[config.mk]
export PLATFORM = sky130hd
export DESIGN_NAME = bp_mac_ctrl
export DESIGN_NICKNAME = d
export VERILOG_FILES = /design/src/rtl/bp_ctrl_pkg.sv /design/src/rtl/bp_loop_cnt.sv /design/src/rtl/bp_mac_ctrl.sv
export SDC_FILE = /design/constraint.sdc
export NUM_CORES = 1
export LEC_CHECK = 0
export ABC_AREA = 1
export ABC_CLOCK_PERIOD_IN_PS = 5210
export CORE_MARGIN = 4
export CORE_UTILIZATION = 35
export DETAILED_ROUTE_END_ITERATION = 12
export SLEW_MARGIN = 20
export SYNTH_ARGS = -nofsm -noshare
export SYNTH_HDL_FRONTEND = slang
export SYNTH_HIERARCHICAL = 1
export SYNTH_SLANG_ARGS = --single-unit
[constraint.sdc]
create_clock -name clk -period 5.21 [get_ports clk]
set_clock_uncertainty 0.2 [all_clocks]
set_input_delay 1.042 -clock clk [delete_from_list [all_inputs] [get_ports clk]]
set_output_delay 1.042 -clock clk [all_outputs]
set_load 0.02 [all_outputs]
[src/rtl/bp_ctrl_pkg.sv]
// Shared encodings for the backprop MAC sequencer: delta/weight modes,
// gate indices and the sequencer state type.
package bp_ctrl_pkg;

  localparam logic [1:0] MODE_DX2   = 2'd0;
  localparam logic [1:0] MODE_DOUT2 = 2'd1;
  localparam logic [1:0] MODE_DOUT1 = 2'd2;
  localparam logic [1:0] MODE_ILL   = 2'd3;

  localparam logic [1:0] GATE_A = 2'd0;
  localparam logic [1:0] GATE_I = 2'd1;
  localparam logic [1:0] GATE_F = 2'd2;
  localparam logic [1:0] GATE_O = 2'd3;

  typedef enum logic [2:0] {
    ST_IDLE  = 3'd0,
    ST_CLR   = 3'd1,
    ST_MAC   = 3'd2,
    ST_DRAIN = 3'd3,
    ST_WRITE = 3'd4,
    ST_FIN   = 3'd5
  } state_t;

endpackage

[src/rtl/bp_loop_cnt.sv]
// Loadable up-counter with a terminal-count flag (cnt_o == last_i).
// Used for the gate, column and row loops and the drain timer.
module bp_loop_cnt #(
  parameter int W = 4
) (
  input  logic         clk,
  input  logic         rst,
  input  logic         load_i,
  input  logic [W-1:0] load_val_i,
  input  logic         en_i,
  input  logic [W-1:0] last_i,
  output logic [W-1:0] cnt_o,
  output logic         tc_o
);

  logic [W-1:0] cnt_q;

  // Load has priority over count enable.
  always_ff @(posedge clk or posedge rst) begin
    if (rst)         cnt_q <= '0;
    else if (load_i) cnt_q <= load_val_i;
    else if (en_i)   cnt_q <= cnt_q + W'(1);
  end

  assign cnt_o = cnt_q;
  assign tc_o  = (cnt_q == last_i);

endmodule

[src/rtl/bp_mac_ctrl.sv]
// Backprop MAC path sequencer: one matrix-vector pass per start.
// Per row: CLR, 4*cols MAC cycles, MAC_LAT drain cycles, one WRITE.
// Optional feature macro: BP_MAC_CTRL_PERF_EN (busy-cycle counter on o_perf_cycles).
module bp_mac_ctrl
  import bp_ctrl_pkg::*;
#(
  parameter int ADDR    = 12,
  parameter int MAC_LAT = 2
) (
  input  logic            clk,
  input  logic            rst,
  input  logic            i_start,
  input  logic [1:0]      i_mode,
  input  logic [ADDR-1:0] i_rows,
  input  logic [ADDR-1:0] i_cols,
  output logic            o_busy,
  output logic            o_done,
  output logic            o_err,
  output logic            o_rst_mac,
  output logic            o_acc_mac,
  output logic [1:0]      o_sel_dgate,
  output logic            o_sel_wght,
  output logic [1:0]      o_sel_wghts1,
  output logic [2:0]      o_sel_wghts2,
  output logic [ADDR-1:0] o_rd_addr_w,
  output logic [ADDR-1:0] o_rd_addr_g,
  output logic            o_wr_dx2,
  output logic            o_wr_dout2,
  output logic            o_wr_dout1,
  output logic [ADDR-1:0] o_wr_addr,
  output logic [31:0]     o_perf_cycles
);

  localparam logic [2:0] DRAIN_LAST = 3'(MAC_LAT - 1);

  state_t          state_q, state_d;
  logic [1:0]      mode_q;
  logic [ADDR-1:0] rows_q, cols_q;
  logic [ADDR-1:0] addr_w_q;

  logic            accept, degenerate;
  logic            in_mac, in_drain, in_write;
  logic            mac_end, drain_done, next_row;

  logic [1:0]      g_cnt;
  logic            g_tc;
  logic [ADDR-1:0] c_cnt, row_cnt;
  logic            c_tc, row_tc, d_tc;
  logic [2:0]      drain_cnt_unused;

  assign accept     = (state_q == ST_IDLE) && i_start;
  assign degenerate = (i_rows == '0) || (i_cols == '0) || (i_mode == MODE_ILL);
  assign in_mac     = (state_q == ST_MAC);
  assign in_drain   = (state_q == ST_DRAIN);
  assign in_write   = (state_q == ST_WRITE);
  // Loop counters hold their last value at the final MAC cycle so the
  // select/address outputs stay stable through DRAIN and WRITE.
  assign mac_end    = in_mac && g_tc && c_tc;
  assign drain_done = in_drain && d_tc;
  assign next_row   = in_write && !row_tc;

  bp_loop_cnt #(.W(2)) u_gate_cnt (
    .clk        (clk),
    .rst        (rst),
    .load_i     (accept || next_row),
    .load_val_i (GATE_A),
    .en_i       (in_mac && !mac_end),
    .last_i     (GATE_O),
    .cnt_o      (g_cnt),
    .tc_o       (g_tc)
  );

  bp_loop_cnt #(.W(ADDR)) u_col_cnt (
    .clk        (clk),
    .rst        (rst),
    .load_i     (accept || next_row),
    .load_val_i ('0),
    .en_i       (in_mac && g_tc && !c_tc),
    .last_i     (cols_q - ADDR'(1)),
    .cnt_o      (c_cnt),
    .tc_o       (c_tc)
  );

  bp_loop_cnt #(.W(ADDR)) u_row_cnt (
    .clk        (clk),
    .rst        (rst),
    .load_i     (accept),
    .load_val_i ('0),
    .en_i       (next_row),
    .last_i     (rows_q - ADDR'(1)),
    .cnt_o      (row_cnt),
    .tc_o       (row_tc)
  );

  bp_loop_cnt #(.W(3)) u_drain_cnt (
    .clk        (clk),
    .rst        (rst),
    .load_i     (mac_end),
    .load_val_i ('0),
    .en_i       (in_drain),
    .last_i     (DRAIN_LAST),
    .cnt_o      (drain_cnt_unused),
    .tc_o       (d_tc)
  );

  // State register.
  always_ff @(posedge clk or posedge rst) begin
    if (rst) state_q <= ST_IDLE;
    else     state_q <= state_d;
  end

  // Next-state logic.
  always_comb begin
    state_d = state_q;
    unique case (state_q)
      ST_IDLE:  if (i_start) state_d = degenerate ? ST_FIN : ST_CLR;
      ST_CLR:   state_d = ST_MAC;
      ST_MAC:   if (mac_end) state_d = ST_DRAIN;
      ST_DRAIN: if (drain_done) state_d = ST_WRITE;
      ST_WRITE: state_d = row_tc ? ST_FIN : ST_CLR;
      ST_FIN:   state_d = ST_IDLE;
      default:  state_d = ST_IDLE;
    endcase
  end

  // Pass parameters are captured only at start accept.
  always_ff @(posedge clk or posedge rst) begin
    if (rst) begin
      mode_q <= MODE_DX2;
      rows_q <= '0;
      cols_q <= '0;
    end else if (accept) begin
      mode_q <= i_mode;
      rows_q <= i_rows;
      cols_q <= i_cols;
    end
  end

  // Weight address = row*cols + c, built by incrementing: +1 on each column
  // step and +1 when moving to the next row (covers the final column).
  always_ff @(posedge clk or posedge rst) begin
    if (rst)                              addr_w_q <= '0;
    else if (accept)                      addr_w_q <= '0;
    else if (in_mac && g_tc && !c_tc)     addr_w_q <= addr_w_q + ADDR'(1);
    else if (next_row)                    addr_w_q <= addr_w_q + ADDR'(1);
  end

  assign o_busy       = (state_q == ST_CLR) || in_mac || in_drain || in_write;
  assign o_done       = (state_q == ST_FIN);
  assign o_err        = o_done && (mode_q == MODE_ILL);
  assign o_rst_mac    = (state_q == ST_CLR);
  assign o_acc_mac    = in_mac;
  assign o_sel_dgate  = g_cnt;
  assign o_sel_wght   = (mode_q == MODE_DOUT1);
  assign o_sel_wghts1 = g_cnt;
  assign o_sel_wghts2 = {(mode_q == MODE_DOUT2), g_cnt};
  assign o_rd_addr_w  = addr_w_q;
  assign o_rd_addr_g  = c_cnt;
  assign o_wr_dx2     = in_write && (mode_q == MODE_DX2);
  assign o_wr_dout2   = in_write && (mode_q == MODE_DOUT2);
  assign o_wr_dout1   = in_write && (mode_q == MODE_DOUT1);
  assign o_wr_addr    = row_cnt;

`ifdef BP_MAC_CTRL_PERF_EN
  logic [31:0] perf_q;

  // Busy-cycle counter: cleared at start accept, holds after the pass.
  always_ff @(posedge clk or posedge rst) begin
    if (rst)         perf_q <= '0;
    else if (accept) perf_q <= '0;
    else if (o_busy) perf_q <= perf_q + 32'd1;
  end

  assign o_perf_cycles = perf_q;
`else
  assign o_perf_cycles = '0;
`endif

endmodule

==> impl_metrics.env <==
export IMPL_synthCells=676
export IMPL_grt_use_met3_pct=2.63
export IMPL_antenna_cells=0
export IMPL_start_util_pct=35.8
export IMPL_groute_usage_overall_pct=15.0
export IMPL_cts_resized=0
export IMPL_r2r_end="u_col_cnt/cnt_o[10]"
export IMPL_critical_path_top_delay_family="simple AND/OR/NAND/NOR gates"
export IMPL_rsz0062_at_grt="no"
export IMPL_period_share_pct=70.6
export IMPL_cts_htree_levels=3
export IMPL_maxCapViolations=0
export IMPL_vias=4339
export IMPL_yosysUniqueCellTypes=36
export IMPL_timing_setup_tns_ps=0
export IMPL_critPathLaunch="rows_q[0]"
export IMPL_dp_hpwl_microns=9100
export IMPL_r2r_start="rows_q[0]"
export IMPL_clockRootBuffer="clkbuf_16"
export IMPL_drt_total_wl_microns=12000
export IMPL_drt_iter0_drc=295
export IMPL_seq_area_frac_synth_pct=35.3
export IMPL_path_depth=16
export IMPL_layout_min_cycle_time_ps=3680
export IMPL_setup_worst_path_end_class="register"
export IMPL_antenna_found_initial=0
export IMPL_antenna_left=0
export IMPL_fmax_ghz=0.272
export IMPL_hold_viol_final=0
export IMPL_worstPathCellList="inv_1 > ha_1 > nand3_1 > nor3_1 > xor2_1 > xnor2_1 > nand2_1 > nor2_1 > nand2_1 > nor2_1 > inv_1 > nand4_1 > nand2_1 > nor2_1 > a22oi_1 > nand2_1"
export IMPL_routedWlPerCell_microns=12.4
export IMPL_cp_num_buf_inv=2
export IMPL_crit_path_end="u_col_cnt/cnt_o[10]"
export IMPL_async_reset_ff_share_pct=100
export IMPL_crit_top_cell="nand2_1"
export IMPL_crit_slowest_cell="nor2_1"
export IMPL_grt_busiest_layer="met2"
export IMPL_grtUsageMet2_pct=24.6
export IMPL_grt_util_met1_pct=20.4
export IMPL_cts_num_sinks=70
export IMPL_layout_nets=818
export IMPL_syn_area_sq_um=4960
export IMPL_die_y_microns=127
export IMPL_first_global_vias=4025
export IMPL_row_count=43
export IMPL_setup_viol_count_final=0
export IMPL_core_area_sq_um=13900
export IMPL_drive_gt1_share_pct=6.60
export IMPL_clk_pin_slew_worst_paths_ps=60
export IMPL_ir_drop_mv=0.277
export IMPL_firstDrtPassIters=4
export IMPL_vias_per_cell=4.48
export IMPL_p_total_mw=3.60
export IMPL_cp_start_kind="register"
export IMPL_hold_path_class="reg2reg"
export IMPL_areaGrowthSynthToFinish_pct=25.6
export IMPL_fin_util_pct=44.9
export IMPL_pin_count=113
export IMPL_cts_setup_buffers=0
export IMPL_reg2reg_slack_ps=1530
export IMPL_p_per_area_nw_per_um2=578
export IMPL_ys_flop_type="dfrtp_1"
export IMPL_synth_edff_count=0
export IMPL_cts_inserted_buffers=9
export IMPL_ys_seq_elements=70
export IMPL_critPathMaxStageDelay_ps=790
export IMPL_drc=0
export IMPL_cts_tree="built"
export IMPL_globalplace_congestion=0.823
export IMPL_die_width_microns=127
export IMPL_yosysWarnings=6
export IMPL_critPathRequiredTime_ps=5270
export IMPL_ff2ff_path_depth=16
export IMPL_grt_pass1_wl_microns=19800
export IMPL_die_area_sq_um=16200
export IMPL_finalHoldWorstSlack_ps=294
export IMPL_grt_max_degree=42
export IMPL_avgSynthCellArea_sq_um=7.34
export IMPL_gr_total_overflow=0
export IMPL_portBuffers=80
export IMPL_p_leak_nw=2.87
export IMPL_crit_fanout=17
export IMPL_outcome="complete, no violations"
export IMPL_clock_latency_ps=330
export IMPL_cts_hold_buf=0
export IMPL_maxSlewViolCount=0
export IMPL_worst_pin_slew_ps=834
export IMPL_arrival_ps=3740
export IMPL_slew_limit_headroom_pct=44.2
export IMPL_path_class="reg2reg"
export IMPL_cts_buffer_depth=2
cells in the final DEF (no fill, tap or decap), types with 7 or more instances in the layout:
master and n:
nand2_2 7, nor3_1 8, nor2_1 65, xnor2_1 27, dfrtp_1 70, nand3_1 49
a22oi_1 18, conb_1 67, clkdlybuf4s50_1 80, nand2_1 170, nand4_1 15, inv_1 71
o21ai_0 31, o21ai_1 12, clkbuf_16 9, xor2_1 31
registers in the layout, indices dropped and copies added, names as in the netlist, 3 cells and up:
signal,count
u_row_cnt/cnt_o,12
cols_q,12
state_q,3
u_drain_cnt/cnt_o,3
rows_q,12
o_rd_addr_w,12
u_col_cnt/cnt_o,12
through the flow:
stage                     instances  worst slack (ps)  instance area [sq um]
final                           968              1530                   6240
after global routing            968              1130                   6240
after CTS                       968              1540                   6240
after detailed placement        952              1440                   5890
after global placement          952              1450                   5890
after floorplan                 741              2490                   5210
cells by family after synthesis:
family,count (synthesis),synth area share (%)
buffers and inverters,129,13.3
adders and majority gates,6,1.51
and+or+nand+nor,329,29.3
other,2,0.151
DFF,70,35.3
xor gates and xnor gates,58,10.2
AOI/OAI and AO/OA,82,10.2
cell type report:
type	instances	area, sq um
clock buffers	10	239
clock inverters	6	109
fillers	1401	7640
inverters	78	298
multi-input cells	542	2800
flip-flops and latches	70	1750
well taps	180	225
repair buffers	82	816
per-layer routing:
layer | share of wire, % | wire length (microns) | vias up
li1 | - | - | 2275
met1 | 47 | 5580 | 1955
met2 | 48 | 5720 | 97
met3 | 4.3 | 511 | 12
met4 | 1.2 | 143 | 0
met5 | 0 | 0 | -
how the worst min path moves through the flow:
stage / from / to / slack, ps / depth (start not counted)
after floorplan: cols_q[10] / cols_q[10] / 250 / 2
after global placement: cols_q[8] / cols_q[8] / 270 / 2
after detailed placement: cols_q[9] / cols_q[9] / 280 / 2
after CTS: cols_q[9] / cols_q[9] / 290 / 2
after global routing: cols_q[9] / cols_q[9] / 300 / 2
final: cols_q[8] / cols_q[8] / 290 / 2
power by group:
part	internal (mW)	leakage [nW]	switching, mW	total [mW]
Clock	0.480	0.172	0.237	0.717
Combinational	0.778	1.82	1.01	1.79
Sequential	0.773	0.884	0.324	1.10
cell usage after synthesis, types with 6 or more instances:
cell     instances  area share (%)
nor2_4           6             1.4
o21ai_0         31             3.1
nor3_1           8            0.81
ha_1             6             1.5
inv_1           71             5.4
a22oi_1         18             2.7
buf_4           40             6.0
dfrtp_1         70              35
inv_2            6            0.45
o21ai_1         12             1.2
nand4_1         15             1.9
nand2_2          7            0.88
xor2_1          31             5.5
nand2_1        170              13
nor2_1          65             4.9
xnor2_1         27             4.8
nand3_1         49             4.9
buf_2            9            0.91
worst reg2reg max path: stages (launching register included):
cell	delay (ps)
dfrtp_1	370
inv_1	130
ha_1	230
nand3_1	140
nor3_1	190
xor2_1	190
xnor2_1	130
nand2_1	70
nor2_1	100
nand2_1	70
nor2_1	90
inv_1	50
nand4_1	170
nand2_1	390
nor2_1	800
a22oi_1	160
nand2_1	120
Power figures use the tool's default switching activity.
